File: src/rtl/spatz_pkg.sv
// Shared Spatz types: VRF element address/data/byte-enable and the write request bundle.
package spatz_pkg;

  typedef logic [7:0]  vreg_addr_t;
  typedef logic [31:0] vreg_data_t;
  typedef logic [3:0]  vreg_be_t;

  typedef struct packed {
    vreg_addr_t addr;
    vreg_data_t data;
    vreg_be_t   be;
  } vrf_wreq_t;

  localparam int unsigned NrVrfWrReq = 3;

endpackage

File: src/rtl/spatz_rr_pick.sv
// Combinational round-robin picker: first valid requester at or above ptr_i, wrapping modulo NR_REQ.
module spatz_rr_pick #(
  parameter int unsigned NR_REQ    = 3,
  parameter int unsigned IDX_WIDTH = $clog2(NR_REQ)
) (
  input  logic [NR_REQ-1:0]    valid_i,
  input  logic [IDX_WIDTH-1:0] ptr_i,
  output logic [NR_REQ-1:0]    gnt_o,
  output logic [IDX_WIDTH-1:0] idx_o,
  output logic                 any_o
);

  always_comb begin
    logic        found;
    int unsigned j;
    gnt_o = '0;
    idx_o = '0;
    found = 1'b0;
    j     = 0;
    for (int unsigned k = 0; k < NR_REQ; k++) begin
      j = (32'(ptr_i) + k) % NR_REQ;
      if (!found && valid_i[j]) begin
        found    = 1'b1;
        gnt_o[j] = 1'b1;
        idx_o    = IDX_WIDTH'(j);
      end
    end
    any_o = found;
  end

endmodule

File: src/rtl/spatz_vrf_wr_arbiter.sv
// Round-robin arbiter sharing one VRF write port, with a one-entry registered output stage.
// Optional statistics counters are enabled by defining SPATZ_VRF_ARB_STATS_EN.
module spatz_vrf_wr_arbiter
  import spatz_pkg::*;
#(
  parameter int unsigned NR_REQ     = NrVrfWrReq,
  parameter int unsigned ADDR_WIDTH = $bits(vreg_addr_t),
  parameter int unsigned DATA_WIDTH = $bits(vreg_data_t),
  parameter int unsigned BE_WIDTH   = DATA_WIDTH / 8
) (
  input  logic                                 clk_i,
  input  logic                                 rst_i,
  input  logic [NR_REQ-1:0]                    req_valid_i,
  output logic [NR_REQ-1:0]                    req_ready_o,
  input  logic [NR_REQ-1:0][ADDR_WIDTH-1:0]    req_addr_i,
  input  logic [NR_REQ-1:0][DATA_WIDTH-1:0]    req_data_i,
  input  logic [NR_REQ-1:0][BE_WIDTH-1:0]      req_be_i,
  output logic [ADDR_WIDTH-1:0]                waddr_o,
  output logic [DATA_WIDTH-1:0]                wdata_o,
  output logic [BE_WIDTH-1:0]                  wbe_o,
  output logic                                 we_o,
  input  logic                                 wvalid_i,
  output logic [$clog2(NR_REQ)-1:0]            gnt_idx_o
`ifdef SPATZ_VRF_ARB_STATS_EN
  ,
  output logic [NR_REQ-1:0][31:0]              stat_gnt_o,
  output logic [31:0]                          stat_stall_o
`endif
);

  localparam int unsigned IdxW = $clog2(NR_REQ);

  logic [IdxW-1:0]       ptr_q;
  logic                  we_q;
  logic [ADDR_WIDTH-1:0] waddr_q;
  logic [DATA_WIDTH-1:0] wdata_q;
  logic [BE_WIDTH-1:0]   wbe_q;
  logic [IdxW-1:0]       gnt_idx_q;

  logic [NR_REQ-1:0] pick_gnt;
  logic [IdxW-1:0]   pick_idx;
  logic              pick_any;
  logic              stage_free;
  logic              accept;

  spatz_rr_pick #(
    .NR_REQ    (NR_REQ),
    .IDX_WIDTH (IdxW)
  ) u_pick (
    .valid_i (req_valid_i),
    .ptr_i   (ptr_q),
    .gnt_o   (pick_gnt),
    .idx_o   (pick_idx),
    .any_o   (pick_any)
  );

  // Free when empty or when the current entry is written this cycle; reset blocks any grant.
  assign stage_free  = (~we_q | wvalid_i) & ~rst_i;
  assign accept      = stage_free & pick_any;
  assign req_ready_o = stage_free ? pick_gnt : '0;

  always_ff @(posedge clk_i) begin
    if (rst_i) begin
      ptr_q     <= '0;
      we_q      <= 1'b0;
      waddr_q   <= '0;
      wdata_q   <= '0;
      wbe_q     <= '0;
      gnt_idx_q <= '0;
    end else if (stage_free) begin
      we_q <= accept;
      if (accept) begin
        waddr_q   <= req_addr_i[pick_idx];
        wdata_q   <= req_data_i[pick_idx];
        wbe_q     <= req_be_i[pick_idx];
        gnt_idx_q <= pick_idx;
        ptr_q     <= (32'(pick_idx) == NR_REQ - 1) ? '0 : pick_idx + 1'b1;
      end
    end
  end

  assign we_o      = we_q;
  assign waddr_o   = waddr_q;
  assign wdata_o   = wdata_q;
  assign wbe_o     = wbe_q;
  assign gnt_idx_o = gnt_idx_q;

`ifdef SPATZ_VRF_ARB_STATS_EN
  logic [NR_REQ-1:0][31:0] stat_gnt_q;
  logic [31:0]             stat_stall_q;

  // Saturating counters: acceptances per requester and stalled write cycles.
  always_ff @(posedge clk_i) begin
    if (rst_i) begin
      stat_gnt_q   <= '0;
      stat_stall_q <= '0;
    end else begin
      for (int unsigned i = 0; i < NR_REQ; i++) begin
        if (accept && pick_gnt[i] && (stat_gnt_q[i] != '1)) begin
          stat_gnt_q[i] <= stat_gnt_q[i] + 32'd1;
        end
      end
      if (we_q && !wvalid_i && (stat_stall_q != '1)) begin
        stat_stall_q <= stat_stall_q + 32'd1;
      end
    end
  end

  assign stat_gnt_o   = stat_gnt_q;
  assign stat_stall_o = stat_stall_q;
`endif

endmodule

File: config.mk
export PLATFORM = sky130hd
export DESIGN_NAME = spatz_vrf_wr_arbiter
export DESIGN_NICKNAME = d
export VERILOG_FILES = /design/src/rtl/spatz_pkg.sv /design/src/rtl/spatz_rr_pick.sv /design/src/rtl/spatz_vrf_wr_arbiter.sv
export SDC_FILE = /design/constraint.sdc
export NUM_CORES = 1
export LEC_CHECK = 0
export BUFFER_PORTS_ARGS = -buffer_cell sky130_fd_sc_hd__buf_2
export CAP_MARGIN = 20
export CORE_ASPECT_RATIO = 0.7
export CORE_UTILIZATION = 46
export CTS_BUF_LIST = sky130_fd_sc_hd__clkbuf_4 sky130_fd_sc_hd__clkbuf_8
export CTS_CLUSTER_SIZE = 16
export DETAILED_ROUTE_END_ITERATION = 10
export GPL_TIMING_DRIVEN = 0
export PLACE_DENSITY = 0.81
export SLEW_MARGIN = 20
export SYNTH_ARGS = -nofsm -noshare
export SYNTH_HDL_FRONTEND = slang
export SYNTH_SLANG_ARGS = --single-unit
File: constraint.sdc
create_clock -name clk_i -period 3.1 [get_ports clk_i]
set_input_delay 0.31 -clock clk_i [delete_from_list [all_inputs] [get_ports clk_i]]
set_output_delay 0.31 -clock clk_i [all_outputs]
set_load 0.05 [all_outputs]
# Word level (Yosys, flattened, before mapping)
# Index checks and enable logic that the tools add are counted.
[op_classes]
n_addsub = 3
order_cmp = 7
bitwise = 7
n_eq_ne = 1
reduce_logical = 8
n_div = 3
n_mux = 29
[ops]
columns = ["cell", "count"]
rows = [
  ["32-bit by 1-bit greater-or-equal comparator with 1-bit output (second input constant)", 3],
  ["32-bit by 3-bit less-than comparator with 1-bit output (second input constant)", 3],
  ["32-bit binary-select mux with 2-bit select", 1],
  ["32-bit by 2-bit remainder unit with 32-bit output (second input constant)", 2],
  ["2-bit by 2-bit remainder unit with 32-bit output (second input constant)", 1],
  ["32-bit two-way mux", 1],
  ["8-bit binary-select mux with 2-bit select", 1],
  ["3-bit two-way mux", 4],
  ["1-bit two-way mux", 9],
  ["4-bit binary-select mux with 2-bit select", 1],
  ["2-bit two-way mux", 4],
  ["8-bit two-way mux", 1],
  ["1-bit binary-select mux with 2-bit select", 3],
  ["1-bit demux with 2-bit select", 3],
  ["3-bit OR", 2],
  ["1-bit logical AND", 5],
  ["4-bit two-way mux", 1],
  ["2-bit by 1-bit adder with 3-bit output (second input constant)", 1],
  ["2-bit by 2-bit adder with 3-bit output (second input constant)", 1],
  ["2-bit by 3-bit less-than comparator with 1-bit output (second input constant)", 1],
  ["2-bit by 1-bit adder with 2-bit output (second input constant)", 1],
  ["1-bit AND", 2],
  ["2-bit equality test (second input constant)", 1],
  ["1-bit zero test", 2],
  ["other kinds (3)", 4],
]
[word_totals]
output_inout_bits = 50
in_bits = 138
wordCells = 64
register_bits = 49

# Logic depth before layout (Yosys ltp)
[logic_depth]
word_depth = 12
mapped_depth = 11
ltp_nobuf = 7

# Cells and area by module
# Synthesis repeated with hierarchy kept, for this count alone.
[unflattened]
cells_unflattened = 323
area_unflattened_um2 = 3223.1
[by_module_without_submodules]
columns = ["mod", "area_each_um2", "cells_per_inst", "seq_area_each_um2", "instances"]
rows = [
  ["spatz_vrf_wr_arbiter", 2841.5, 271, 980.9, 1],
  ["spatz_rr_pick", 381.6, 52, 0.0, 1],
]

# Worst setup path before layout
# OpenSTA, ideal clock, no wires.
[synth_path]
kind = "reg2out"
from = "reg ptr_q[0]"
to = "out req_ready_o[1]"
t_arrival_ns = 2.812
path_stages_with_launch = 10
slack_ns = -0.022
required_ns = 2.790
path_buffers = 2
path_cell_list = "dfxtp_1 -> inv_1 -> ha_1 -> buf_4 -> inv_1 -> nand4_2 -> clkbuf_1 -> inv_1 -> o21ai_0 -> a311oi_1"
[synth_between]
elab_chain_len = 11
word_cells_on_any_way = 38
cone_classes = "add/sub (2); div (3); order compare (6); mux (18); bitwise (2); reduce/logical (7)"
[synth_rtl]
columns = ["item", "line_no", "source"]
rows = [
  ["from (decl)", "spatz_vrf_wr_arbiter.sv:33", "logic [IdxW-1:0] ptr_q;"],
  ["from (signal assigned)", "spatz_vrf_wr_arbiter.sv:77", "ptr_q <= (32'(pick_idx) == NR_REQ - 1) ? '0 : pick_idx + 1'b1;"],
  ["2-bit by 1-bit adder with 3-bit output / 2-bit by 2-bit remainder unit with 32-bit output (equally long branches)", "spatz_rr_pick.sv:21", "j = (32'(ptr_i) + k) % NR_REQ;"],
  ["32-bit by 2-bit remainder unit with 32-bit output (tied with other cells)", "spatz_rr_pick.sv:21", ""],
  ["32-bit by 1-bit greater-or-equal comparator with 1-bit output (implied by the code) (tied with other cells)", "spatz_rr_pick.sv:24", "gnt_o[j] = 1'b1;"],
  ["1-bit logical AND (implied by the code) (tied with other cells)", "spatz_rr_pick.sv:24", ""],
  ["1-bit two-way mux (implied by the code) (tied with other cells)", "spatz_rr_pick.sv:24", ""],
  ["1-bit demux with 2-bit select (tied with other cells)", "n/a", ""],
  ["3-bit OR (no source line) / 1-bit two-way mux (equally long branches)", "n/a", ""],
  ["3-bit two-way mux / 1-bit zero test (equally long branches)", "spatz_rr_pick.sv:22", "if (!found && valid_i[j]) begin"],
  ["3-bit OR (no source line) / 1-bit logical AND (equally long branches)", "n/a", ""],
  ["3-bit two-way mux *", "spatz_rr_pick.sv:22", ""],
  ["3-bit two-way mux *", "spatz_vrf_wr_arbiter.sv:60", "assign req_ready_o = stage_free ? pick_gnt : '0;"],
  ["to (decl)", "spatz_vrf_wr_arbiter.sv:14", "output logic [NR_REQ-1:0] req_ready_o,"],
]
# Every way passes the cells marked *; elsewhere a longest branch is shown, timed or not. The select of a mux whose other input is x is not followed.

# Final worst setup path
# Ends and elaborated chain as after synthesis.

==> reports/summary.txt <==
CRITICAL PATH
-------------------------------------------------------------------------------------------------
Minimum setup slack among reg-to-reg paths .........................................      0.43 ns
Critical Path AT ...................................................................      2.57 ns
Critical setup path kind ...........................................................   reg -> out
Delay-heaviest family, CP .......................................................... buffers and inverters
Critical Path Source ...............................................................     ptr_q[0]
Startpoint of the worst-slack reg-to-reg timing path ...............................     ptr_q[0]
Reg-to-reg critical path endpoint ..................................................   wdata_o[6]
Number of cells on the critical path ...............................................            9
Worst reg2reg path depth ...........................................................            9
Crit path buffers/inverters ........................................................            5
Highest cell delay on the worst timing path ........................................      0.37 ns
Critical path startpoint category ..................................................    flip-flop
Worst setup path end ............................................................... req_ready_o[1]
Req. time, crit path ...............................................................      2.79 ns
CP endpoint kind ...................................................................  output port
Largest driver fanout on the critical path .........................................           10
Ordered cell list for the critical path ............................................ inv_1, ha_1, buf_4, nand2_1, a21o_1, buf_2, clkbuf_1, a311oi_2, clkbuf_4
Worst path slowest cell ............................................................ sky130_fd_sc_hd__dfxtp_1

DETAILED ROUTING
-------------------------------------------------------------------------------------------------
Wirelength per Cell ................................................................      16.6 µm
Count of nets left with antenna violations after detail routing ....................            0
Met3 layer wire length in the routed design ........................................       927 µm
Number of violations reported at the end of detailed-routing iteration 0 ...........          284
Residual DRC count .................................................................            0
Wirelength, routed .................................................................     12100 µm
Uppermost layer routed .............................................................         met4
Met1 wire length ...................................................................      5170 µm
Number of vias in the routed layout ................................................         4175
Met2 Wirelength ....................................................................      5790 µm
Post-detailed-route via-to-cell ratio ..............................................         5.73
Number of iterations in the first detailed-routing pass ............................            4

FLOORPLANNING
-------------------------------------------------------------------------------------------------
Placeable core region ..............................................................     7480 µm²
Effective utilization at floorplan .................................................        48.9%
Area enclosed by the die boundary ..................................................     8320 µm²
Standard-cell row count ............................................................           26
Die width ..........................................................................       109 µm
I/O Pins ...........................................................................          188
Overall die height .................................................................      76.6 µm

CLOCK TREE
-------------------------------------------------------------------------------------------------
Setup fix buffers added after clock tree synthesis .................................            0
CTS buffer count ...................................................................            5
Number of buffers on the longest clock path ........................................            2
Count of hold-fix buffers inserted at cts ..........................................            0
Skew-Pair Late Insertion Delay .....................................................      0.30 ns
CTS tree ...........................................................................        built
TritonCTS sink count ...............................................................           49
Clk slew on worst S/H paths ........................................................      0.10 ns
Root cell of the clock tree ........................................................ sky130_fd_sc_hd__clkbuf_8
Number of H-tree levels ............................................................            2

RUN
-------------------------------------------------------------------------------------------------
Number of max-capacitance violations reported ......................................            0

STA
-------------------------------------------------------------------------------------------------
Slew at the pin with the worst max-slew slack ......................................     0.554 ns
Crit share post-route ..............................................................        92.8%
Min Tclk post-route ................................................................      2.88 ns
Aggregate negative setup slack .....................................................         0 ns
Layout Skew ........................................................................    0.0102 ns
Final number of max-transition violations ..........................................            0
Final count of hold timing violations ..............................................            0
Peak clock frequency supported by timing ...........................................      348 MHz
Final setup violation count ........................................................            0
Worst slew slack as a fraction of its limit ........................................        63.1%
RSZ-0062 raised after global routing ...............................................        false

POWER
-------------------------------------------------------------------------------------------------
Cell internal pwr ..................................................................      2.55 mW
Gate power share ...................................................................        73.3%
Total power density per cell area ..................................................  1160 nW/µm²
Worst ir drop on vdd ...............................................................     0.564 mV
Net Sw Frac ........................................................................        54.6%
Switching Power ....................................................................      3.06 mW
Part of the power in registers .....................................................        17.9%
Leakage power summed over all cells ................................................      2.20 nW
Clock share of power ...............................................................         8.8%

GLOBAL ROUTE
-------------------------------------------------------------------------------------------------
Number of global-route vias before repair ..........................................         4052
Wire length of the first global-routing pass .......................................     18900 µm
Remaining global-route overflow ....................................................            0
Maximum number of pins on one net before global-route repair .......................           16
Antenna violations before repair ...................................................            0
GRT Util Overall ...................................................................        28.6%

PLACED DESIGN
-------------------------------------------------------------------------------------------------
Dpl cells ..........................................................................          722
I/O Buffers ........................................................................          186
HPWL reported at the end of detailed placement .....................................      9230 µm
Routability congestion estimate ....................................................        0.897

YOSYS
-------------------------------------------------------------------------------------------------
Cell area after synthesis ..........................................................     3660 µm²
Proportion of synthesized chip area in sequential cells ............................        26.8%
Instance count of the mapped netlist ...............................................          438
Synthesis-stage register bit count .................................................           49
Number of warning messages in the yosys log ........................................            0
Number of distinct library cell variants in the gate-level netlist after synthesis .           44
Number of nets produced by synthesis ...............................................          580
Per-instance average area after synthesis ..........................................     8.35 µm²

CELLS AND AREA
-------------------------------------------------------------------------------------------------
Non-Filler Instances ...............................................................          729
Most common library cell in the layout ignoring fill and taps ...................... sky130_fd_sc_hd__buf_2
Leading cell types in the layout, fill and taps excluded ........................... sky130_fd_sc_hd__buf_2, sky130_fd_sc_hd__inv_1, sky130_fd_sc_hd__dfxtp_1, sky130_fd_sc_hd__a311oi_1, sky130_fd_sc_hd__o32ai_1
Antenna diode count ................................................................            0
Fraction of layout cells with a size suffix above 1 ................................        41.8%
Signed area change from the synthesized netlist to the final layout ................        32.8%
Nets ...............................................................................          772

WORST HOLD PATH
-------------------------------------------------------------------------------------------------
Hold/Removal Path Class ............................................................    in -> reg
Min-Delay Startpoint ............................................................... req_data_i[1]

RUN STATUS
-------------------------------------------------------------------------------------------------
Run status ......................................................................... finished, final reports clean

cells by family (layout without fill, tap and decap cells):
group | count (synthesis) | after routing | share of synthesized area, %
buffers and inverters | 145 | 338 | 17.1
multiplexers | 8 | 8 | 2.46
AO/OA/AOI/OAI | 205 | 205 | 47.9
adder cells (fa/ha/maj) | 4 | 4 | 1.37
AND/OR/NAND/NOR | 27 | 27 | 4.38
flip-flops | 49 | 49 | 26.8
area by class of cell:
cell class	count	area [µm²]
repair buffers	186	933
inverters	94	353
plain buffers	50	269
clock inverters	2	37.5
flip-flops and latches	49	981
well taps	98	123
multi-input cells	244	2080
fillers	663	2620
clock buffers	6	82.6
tightest hold or removal path: stages:
cell and delay (ns):
sky130_fd_sc_hd__buf_2 0.08, sky130_fd_sc_hd__a211oi_2 0.05, sky130_fd_sc_hd__o32ai_1 0.09
per-layer routing:
layer / global-route usage, % / vias up
met1: 35.4 / 1944
met4: 8.51 / 0
met5: 0 / -
met2: 49.2 / 183
li1: - / 2028
met3: 5.99 / 20
metrics by stage:
stage | total power, mW | cell area (µm²) | setup WS, ns | utilization, % | hold slack (ns)
after floorplan | 4.20 | 3660 | 0.0826 | - | 0.473
after global placement | 4.99 | 4720 | 0.313 | 63.1 | 0.461
after detailed placement | 5.09 | 4720 | 0.304 | 63.1 | 0.464
after CTS | 5.58 | 4840 | 0.00404 | 64.7 | 0.263
after global routing | 5.98 | 4860 | 0.0253 | 64.9 | 0.273
final | 5.61 | 4860 | 0.224 | 64.9 | 0.268
how the worst min path moves through the flow:
stage	endpoint	slack, ns	depth (start not counted)
3_3_place_gp	wdata_o[13]	0.46	2
3_5_place_dp	wdata_o[14]	0.46	2
4_1_cts	wdata_o[1]	0.26	3
5_1_grt	wdata_o[1]	0.27	3
2_1_floorplan	wdata_o[1]	0.47	2
6_report	wdata_o[1]	0.27	3
repair_timing:
action / in CTS / in global routing
pin swaps: 0 / 0
resized for setup: 1 / 4
setup endpoints to repair: 1 / 2
state kept, by name, indices dropped and copies added (netlist names):
name,cells
wdata_o,32
waddr_o,8
wbe_o,4
gnt_idx_o,2
ptr_q,2
we_o,1
synthesized netlist by cell type (all sizes together):
cell type	count	share of area, %
o31ai	1	0.21
or2	2	0.34
nand3b	4	0.82
o22ai	2	0.34
o32ai	44	11
a31o	4	0.96
o22a	1	0.24
mux2	2	0.82
or3	1	0.17
o211ai	1	0.58
inv	94	9.6
nor3	1	0.14
nor3b	1	0.21
dfxtp	49	27
a31oi	2	0.92
a41oi	1	0.24
nand4	1	0.34
ha	4	1.4
and3b	1	0.24
nand2b	4	0.68
o211a	1	0.27
a311oi	45	11
a21o	1	0.21
nor2	4	0.41
a211oi	46	15
o21ai	50	6.8
mux2i	6	1.6
clkbuf	34	3.5
nor2b	1	0.17
a21oi	5	0.79
nand2	4	0.41
nand3	2	0.27
buf	17	3.9
and2	1	0.17
a22oi	1	0.21
power by group through the flow:
stage	Sequential, mW	Combinational, mW	Clock, mW
after global placement	1.01	3.98	0
after floorplan	1.80	2.40	0
after detailed placement	1.02	4.07	0
after CTS	1.00	4.08	0.502
after global routing	1.03	4.42	0.530
final	1.00	4.12	0.492
(Power assumes the default switching activity.)
